<file path="config.mk">
export PLATFORM = sky130hd
export DESIGN_NAME = lbirow_row_loader
export DESIGN_NICKNAME = d
export VERILOG_FILES = /design/src/rtl/lbirow_row_loader.sv
export SDC_FILE = /design/constraint.sdc
export NUM_CORES = 2
export LEC_CHECK = 0
export ABC_AREA = 0
export BUFFER_PORTS_ARGS = -buffer_cell sky130_fd_sc_hd__buf_2
export CORE_MARGIN = 1
export CORE_UTILIZATION = 35
export DETAILED_ROUTE_END_ITERATION = 8
export GPL_TIMING_DRIVEN = 0
export SYNTH_ARGS = -nofsm -noshare
export SYNTH_HDL_FRONTEND = slang
export SYNTH_SLANG_ARGS = --single-unit
</file>
<file path="constraint.sdc">
create_clock -name clk_i -period 4.7 [get_ports clk_i]
set_clock_uncertainty 0.2 [all_clocks]
set_input_delay 0.47 -clock clk_i [delete_from_list [all_inputs] [get_ports clk_i]]
set_output_delay 0.47 -clock clk_i [all_outputs]
set_load 0.02 [all_outputs]
</file>
<file path="src/rtl/lbirow_row_loader.sv">
// Packs WORD_W-bit words into ROW_W-bit Lbirow rows with frame tracking; optional rand_out LFSR under LBIROW_LOADER_LFSR_EN.
// row_valid one cycle after a row's last word; in_ready drops for MIN_GAP cycles after each row (Lbirow cannot stall).
module lbirow_row_loader #(
    parameter int          WORD_W         = 24,
    parameter int          ROW_W          = 840,
    parameter int          WORDS          = 35,
    parameter int          ROWS_PER_FRAME = 16,
    parameter int          MIN_GAP        = 1,
    parameter logic [95:0] SEED           = 96'h1
) (
    input  logic              clk_i,
    input  logic              rst_ni,
    input  logic [WORD_W-1:0] in_data_i,
    input  logic              in_valid_i,
    input  logic              in_sof_i,
    output logic              in_ready_o,
    output logic [ROW_W-1:0]  row_out_o,
    output logic              row_valid_o,
    output logic              row_start_o,
    output logic [95:0]       rand_out_o,
    output logic              frame_done_o,
    output logic              err_sof_o
);

    localparam logic [1:0] ST_IDLE = 2'd0;
    localparam logic [1:0] ST_FILL = 2'd1;
    localparam logic [1:0] ST_GAP  = 2'd2;

    localparam int WC_W = (WORDS > 1) ? $clog2(WORDS) : 1;
    localparam int RC_W = (ROWS_PER_FRAME > 1) ? $clog2(ROWS_PER_FRAME) : 1;
    localparam int ACC_W = ROW_W - WORD_W;

    localparam logic [WC_W-1:0] LAST_WORD = WC_W'(WORDS - 1);
    localparam logic [RC_W-1:0] LAST_ROW  = RC_W'(ROWS_PER_FRAME - 1);
    localparam logic [3:0]      GAP_LAST  = 4'(MIN_GAP - 1);

    logic [1:0]       state_q, state_d;
    logic [WC_W-1:0]  word_cnt_q, word_cnt_d;
    logic [RC_W-1:0]  row_cnt_q, row_cnt_d;
    logic [3:0]       gap_cnt_q, gap_cnt_d;
    logic [ACC_W-1:0] acc_q, acc_d;
    logic [ROW_W-1:0] row_q, row_d;
    logic             row_valid_q, row_valid_d;
    logic             row_start_q, row_start_d;
    logic             frame_done_q, frame_done_d;
    logic             err_q, err_d;
    logic             accept;

    // Words shift in at the LSB end, so word 0 ends up in the MSBs once the row is full.
    logic [ACC_W-1:0] acc_shift;
    assign acc_shift  = {acc_q[ACC_W-WORD_W-1:0], in_data_i};
    assign in_ready_o = (state_q != ST_GAP);
    assign accept     = in_valid_i & in_ready_o;

    always_comb begin
        state_d      = state_q;
        word_cnt_d   = word_cnt_q;
        row_cnt_d    = row_cnt_q;
        gap_cnt_d    = gap_cnt_q;
        acc_d        = acc_q;
        row_d        = row_q;
        row_valid_d  = 1'b0;
        row_start_d  = 1'b0;
        frame_done_d = 1'b0;
        err_d        = err_q;
        case (state_q)
            ST_IDLE: begin
                if (accept && in_sof_i) begin
                    acc_d      = acc_shift;
                    word_cnt_d = WC_W'(1);
                    row_cnt_d  = '0;
                    state_d    = ST_FILL;
                end
            end
            ST_FILL: begin
                if (accept) begin
                    acc_d = acc_shift;
                    if (in_sof_i) begin
                        err_d      = 1'b1;
                        word_cnt_d = WC_W'(1);
                        row_cnt_d  = '0;
                    end else if (word_cnt_q == LAST_WORD) begin
                        row_d        = {acc_q, in_data_i};
                        row_valid_d  = 1'b1;
                        row_start_d  = (row_cnt_q == '0);
                        frame_done_d = (row_cnt_q == LAST_ROW);
                        word_cnt_d   = '0;
                        row_cnt_d    = (row_cnt_q == LAST_ROW) ? '0 : row_cnt_q + RC_W'(1);
                        if (MIN_GAP > 0) begin
                            state_d   = ST_GAP;
                            gap_cnt_d = '0;
                        end else if (row_cnt_q == LAST_ROW) begin
                            state_d = ST_IDLE;
                        end
                    end else begin
                        word_cnt_d = word_cnt_q + WC_W'(1);
                    end
                end
            end
            ST_GAP: begin
                if (gap_cnt_q == GAP_LAST) begin
                    gap_cnt_d = '0;
                    state_d   = (row_cnt_q == '0) ? ST_IDLE : ST_FILL;
                end else begin
                    gap_cnt_d = gap_cnt_q + 4'd1;
                end
            end
            default: state_d = ST_IDLE;
        endcase
    end

    always_ff @(posedge clk_i or negedge rst_ni) begin
        if (!rst_ni) begin
            state_q      <= ST_IDLE;
            word_cnt_q   <= '0;
            row_cnt_q    <= '0;
            gap_cnt_q    <= '0;
            acc_q        <= '0;
            row_q        <= '0;
            row_valid_q  <= 1'b0;
            row_start_q  <= 1'b0;
            frame_done_q <= 1'b0;
            err_q        <= 1'b0;
        end else begin
            state_q      <= state_d;
            word_cnt_q   <= word_cnt_d;
            row_cnt_q    <= row_cnt_d;
            gap_cnt_q    <= gap_cnt_d;
            acc_q        <= acc_d;
            row_q        <= row_d;
            row_valid_q  <= row_valid_d;
            row_start_q  <= row_start_d;
            frame_done_q <= frame_done_d;
            err_q        <= err_d;
        end
    end

    assign row_out_o    = row_q;
    assign row_valid_o  = row_valid_q;
    assign row_start_o  = row_start_q;
    assign frame_done_o = frame_done_q;
    assign err_sof_o    = err_q;

`ifdef LBIROW_LOADER_LFSR_EN
    // Advances on the cycle after row_valid so each row sees a fresh value.
    logic [95:0] lfsr_q, lfsr_d;
    assign lfsr_d = {lfsr_q[94:0], lfsr_q[95] ^ lfsr_q[93] ^ lfsr_q[48] ^ lfsr_q[46]};

    always_ff @(posedge clk_i or negedge rst_ni) begin
        if (!rst_ni) begin
            lfsr_q <= SEED;
        end else if (row_valid_q) begin
            lfsr_q <= lfsr_d;
        end
    end

    assign rand_out_o = lfsr_q;
`else
    assign rand_out_o = '0;
`endif

endmodule

</file>
* Word level (Yosys, flattened, before mapping) *
Cells that the tools add are included.

word-level totals
  register bits after elaboration = 1676
  word-level logic and storage cells = 76
  output and inout bits = 941
  bits of input ports = 28

cells by class
  muxes and demuxes = 38
  add/sub/neg operators = 3
  bitwise logic cells = 2
  equality and inequality tests = 11
  reductions and logical operators = 12

operators by type and width
  operator                                        number
  2-to-1 mux 816 bit                              2
  one-hot mux 816 bit (2 select lines)            1
  2-to-1 mux 4 bit                                9
  2-to-1 mux 6 bit                                4
  one-hot mux 4 bit (2 select lines)              2
  2-to-1 mux 1 bit                                13
  != test 2 bit (second input constant)           6
  one-hot mux 6 bit (2 select lines)              1
  AND reduction 4 bit                             3
  2-to-1 mux 2 bit                                5
  adder 4 x 1 -> 4 bit (second input constant)    2
  logical NOT 4 bit                               2
  adder 6 x 1 -> 6 bit (second input constant)    1
  == test 6 bit (second input constant)           1
  one-hot mux 2 bit (3 select lines)              1
  AND reduction 3 bit                             2
  AND reduction 5 bit                             1
  == test 4 bit (second input constant)           1
  nonzero test 2 bit                              2
  != test 3 bit (second input constant)           1
  == test 2 x 1 -> 1 bit (second input constant)  1
  == test 2 bit (second input constant)           1
  logical NOT 2 bit                               1
  AND 1 bit                                       1
  other kinds (2)                                 2

* Depth between registers and ports, before layout *
  depth in word-level cells = 6
  gate-level depth with buffers = 11
  depth with buffers taken out = 7

* Worst setup path after synthesis *
OpenSTA, ideal clock, no wires.

  path type = reg-to-reg
  start point = register word_cnt_q[2]
  end point = register row_q[100] (netlist: row_out_o[100])
  data arrival time = 1.954 ns
  path slack = 2.429 ns
  required time = 4.383 ns
  cell stages (with the launch flop) = 9
  clock period less this slack = 2.271 ns
  cells stage by stage = dfrtp_1 > or3_1 > or4_1 > clkbuf_1 > buf_2 > clkbuf_1 > buf_2 > nand2_1 > nand2_1

between the ends
  longest elaborated chain between the ends = 2

ends and longest elaborated chain
  element                        RTL line  source
  start, declared                38        logic [WC_W-1:0] word_cnt_q, word_cnt_d;
  start signal, assigned         126       word_cnt_q <= word_cnt_d;
  == test 6 bit                  82        end else if (word_cnt_q == LAST_WORD) begin
  AND reduction 4 bit (no line)  n/a
  end signal, assigned           130       row_q <= row_d;
  end, declared                  42        logic [ROW_W-1:0] row_q, row_d;

Every way passes these cells.
A chain may end at the register's enable or synchronous reset.

* Worst setup path in the final report *
  start point = register state_q[0]
  end point = register acc_q[568]

between the ends
  longest elaborated chain between the ends = 5
  elaborated cells between the ends (all ways) = 10
  classes of those cells = eq/ne (4); mux (1); bitwise (1); reduce/logical (4)

ends and longest elaborated chain
  element                        RTL line  source
  start, declared                37        logic [1:0] state_q, state_d;
  start signal, assigned         125       state_q <= state_d;
  != test 2 bit                  52        assign in_ready_o = (state_q != ST_GAP);
  AND 1 bit                      53        assign accept = in_valid_i & in_ready_o;
  logical AND 1 bit              68        if (accept && in_sof_i) begin
  != test 2 bit (no line)        n/a
  AND reduction 3 bit (no line)  n/a
  end signal, assigned           118       acc_q <= '0;
  end signal, assigned           129       acc_q <= acc_d;
  end, declared                  41        logic [ACC_W-1:0] acc_q, acc_d;

Parallel ways exist; a longest one is shown, timed or not.

==> flow_metrics.py <==
metrics = {
    "worst_setup_path": {
        "cp_top_family": "buffers and inverters",
        "path_max_fanout": 10,
        "crit_slowest_cell": "clkbuf_1",
        "path_cells": "clkbuf_1 > o21ai_2 > buf_8 > clkbuf_1 > clkbuf_1 > clkbuf_1 > nand2_1 > nand2_1",
        "setup.worst_path.class": "reg -> reg",
        "cp_common_cell": "clkbuf_1",
        "path_depth": 8,
        "reg2reg_depth": 8,
        "endpoint_kind": "flip-flop",
        "cp_data_arrival_time_ns": 4.09,
        "max_stage_delay_ns": 0.78,
        "startpoint_type": "flip-flop",
        "critPathBufInv": 5,
        "cp.required_ns": 5.22,
    },
    "cells_and_area": {
        "syn2layout_area_growth_pct": 22.5,
        "multi_input_area_sq_um": 19500,
        "ff_latch_area_sq_um": 41900,
        "utilization": 0.431,
        "drive_gt1_frac": 0.170,
        "fin_area_sq_um": 78000,
        "fillers": 17701,
        "nets": 8423,
    },
    "placement": {
        "port-buffer-count": 871,
        "gp_congestion": 0.876,
        "placed_cell_area_sq_um": 71700,
        "hpwlAfterDp_um": 151000,
    },
    "sta": {
        "fmax_mhz": 280,
        "hold_ws_ns": 0.0781,
        "setup-violations-final": 0,
        "period_share": 0.759,
        "finalHoldViolations": 0,
        "tightest_slew_ns": 1.16,
        "grt_setup_unrepaired": "no",
        "final_max_slew_viol_count": 0,
        "relSlewSlack": 0.228,
        "finalSetupTns_ns": 0,
        "layout_min_cycle_time_ns": 3.57,
    },
    "clock_network": {
        "max-clock-path-buffers": 3,
        "cts.sinks": 1676,
        "root_buffer": "clkbuf_16",
        "cts_tree": "yes",
        "cts_resized": 0,
        "numCtsBuffers": 175,
        "postCtsSetupBuffers": 0,
        "clock_latency_ns": 0.82,
        "clk_pin_slew_worst_paths_ns": 0.06,
        "h-tree-depth": 4,
        "ctsHoldBuffers": 28,
    },
    "synthesis": {
        "synth_area_per_cell_sq_um": 8.84,
        "yosys.area_share.simple": 0.296,
        "ys_top_cells_by_area": "dfrtp_1 (66%), nand2_1 (29%), buf_2 (1.1%)",
        "yosysSeqAreaShare": 0.659,
        "synth-edff-count": 0,
        "ys_ff_latch": 1676,
        "yosys.area.top_type_share": 0.659,
        "synthesis.area_sq_um": 63700,
        "synth_compound_area_frac": 0.00285,
        "synthFlopType": "dfrtp_1",
        "synth.distinct_cells": 37,
        "synthAdderAreaFrac": 0.00118,
        "synthMuxAreaShare": 0.000491,
        "ys_warn_count": 0,
        "yosys-top-cells-count": "nand2_1 (4979), dfrtp_1 (1676), clkbuf_1 (171), buf_2 (144), buf_4 (96)",
        "asyncSetResetFlopFracSynth": 1.00,
        "yosysMostFrequentCell": "nand2_1",
        "synth_top_family_by_area": "simple AND/OR/NAND/NOR gates",
        "postSynthCellCount": 7205,
        "synth-xor-area-share": 0,
        "synth_top_cell_by_area": "dfrtp_1",
    },
    "power_and_ir_drop": {
        "power_density_nw_per_um2": 478,
        "ir_drop_uv": 248,
        "total_power_mw": 37.2,
        "leakage_nw": 46.9,
    },
    "drt": {
        "detail-route-antenna-nets": 0,
        "routedWlPerCell_um": 18.5,
        "drt-total-wl_um": 201000,
        "drtPass1Iterations": 6,
        "drc": 0,
        "vias_per_cell": 4.62,
        "vias": 50401,
        "dr.first_iter.drc_count": 3807,
    },
    "global_routing": {
        "groute.usage.overall": 0.217,
        "grt_pass1_wl_um": 306000,
        "grt_overflow": 0,
        "grt_start_max_net_pins": 174,
        "antenna_found_initial": 2,
        "grt_pass1_vias": 50459,
    },
    "floorplan": {
        "start_util": 0.352,
        "die_h_um": 429,
        "fp.dieW_um": 429,
        "core_area_sq_um": 181000,
        "fp-row-count": 156,
        "num_io_pins": 969,
        "dieArea_sq_um": 184000,
    },
    "status": {
        "run_status": "complete, no violations",
    },
    "flow_run": {
        "maxCapViolCount": 0,
    },
    "min_path": {
        "hold_path_class": "in -> async",
    },
}
==> routing by layer <==
layer | global-route usage | share of wire
met4 | 0.0988 | 0.046
met1 | 0.280 | 0.42
met3 | 0.0321 | 0.048
met2 | 0.362 | 0.49
met5 | 0 | 0
==> sequential cells by signal, indices dropped and copies added (netlist names) <==
signal / flops
acc_q: 816
word_cnt_q: 6
state_q: 2
row_valid_o: 1
err_sof_o: 1
row_out_o: 840
row_cnt_q: 4
frame_done_o: 1
gap_cnt_q: 4
row_start_o: 1
==> cell families (layout without fill, tap and decap cells) <==
kind of cell / Yosys count / in the layout
AND/OR/NAND/NOR: 5013 / 5013
AO/OA/AOI/OAI: 29 / 29
buffers and inverters: 477 / 1713
adder cells (fa/ha/maj): 6 / 6
flip-flops: 1676 / 1676
other: 1 / 99
multiplexers: 3 / 3
==> power by group <==
| part | total, mW | leakage (nW) | switching [mW] | internal [mW] |
|---|---|---|---|---|
| clock network | 14.4 | 2.96 | 5.96 | 8.42 |
| logic | 3.52 | 20.9 | 2.35 | 1.17 |
| registers | 19.3 | 23.1 | 2.56 | 16.8 |
==> placed cells by master, fill, tap and decap left out, types with 2 or more instances in the layout <==
cell	count
a21o_1	4
a21oi_1	5
buf_1	26
buf_16	12
buf_2	1014
buf_4	96
buf_6	31
bufinv_16	16
clkbuf_1	206
clkbuf_16	175
clkbuf_8	41
clkinv_2	36
clkinv_8	3
clkinvlp_4	5
conb_1	96
dfrtp_1	1676
diode_2	3
dlygate4sd3_1	28
ha_1	6
inv_1	8
inv_16	2
inv_6	8
mux2i_1	2
nand2_1	4979
nand2b_1	4
nand3_1	10
nor2_1	7
nor3_1	2
nor4_1	2
o21ai_0	8
o21bai_1	2
o31ai_1	2
or3_1	2
==> path summary, 6_finish.rpt <==
check                                            from  slack [ns]                    endpoint
max in group asynchronous                      rst_ni        1.19      acc_q[158]$_DFFE_PN0P_
setup reg to reg               state_q[0]$_DFFE_PN0P_        1.13      acc_q[568]$_DFFE_PN0P_
hold reg to reg            row_out_o[837]$_DFFE_PN0P_        0.27  row_out_o[837]$_DFFE_PN0P_
min in group clk_i                      in_data_i[21]        0.24       acc_q[21]$_DFFE_PN0P_
setup / recovery               state_q[0]$_DFFE_PN0P_        1.13      acc_q[568]$_DFFE_PN0P_
hold / removal                                 rst_ni        0.08      acc_q[576]$_DFFE_PN0P_
==> worst register-to-register path: cells and delay by family (launching register included) <==
| kind | cells | cell delay (ns) |
|---|---|---|
| buf+inv | 5 | 2.25 |
| compound gates | 1 | 0.48 |
| flops | 1 | 0.35 |
| simple gates | 2 | 0.21 |
==> through the flow <==
step | worst slack (ns) | std cells
floorplan | 2.43 | 7300
global placement | -33.67 | 10541
detailed placement | 0.809 | 10554
CTS | 0.957 | 10906
global route | 0.711 | 10907
finish | 1.13 | 10909
==> area by class of cell <==
| cell class | instances | share of cell area |
|---|---|---|
| well taps | 2370 | 0.0380 |
| clock inverters | 73 | 0.0116 |
| plain buffers | 468 | 0.0324 |
| multi-input cells | 5147 | 0.250 |
| inverters | 9 | 0.000433 |
| flip-flops and latches | 1676 | 0.538 |
| clock buffers | 251 | 0.0651 |
| repair buffers | 912 | 0.0641 |
| diodes | 3 | 0.0000963 |
No activity file was read; power rests on OpenSTA's default activity.
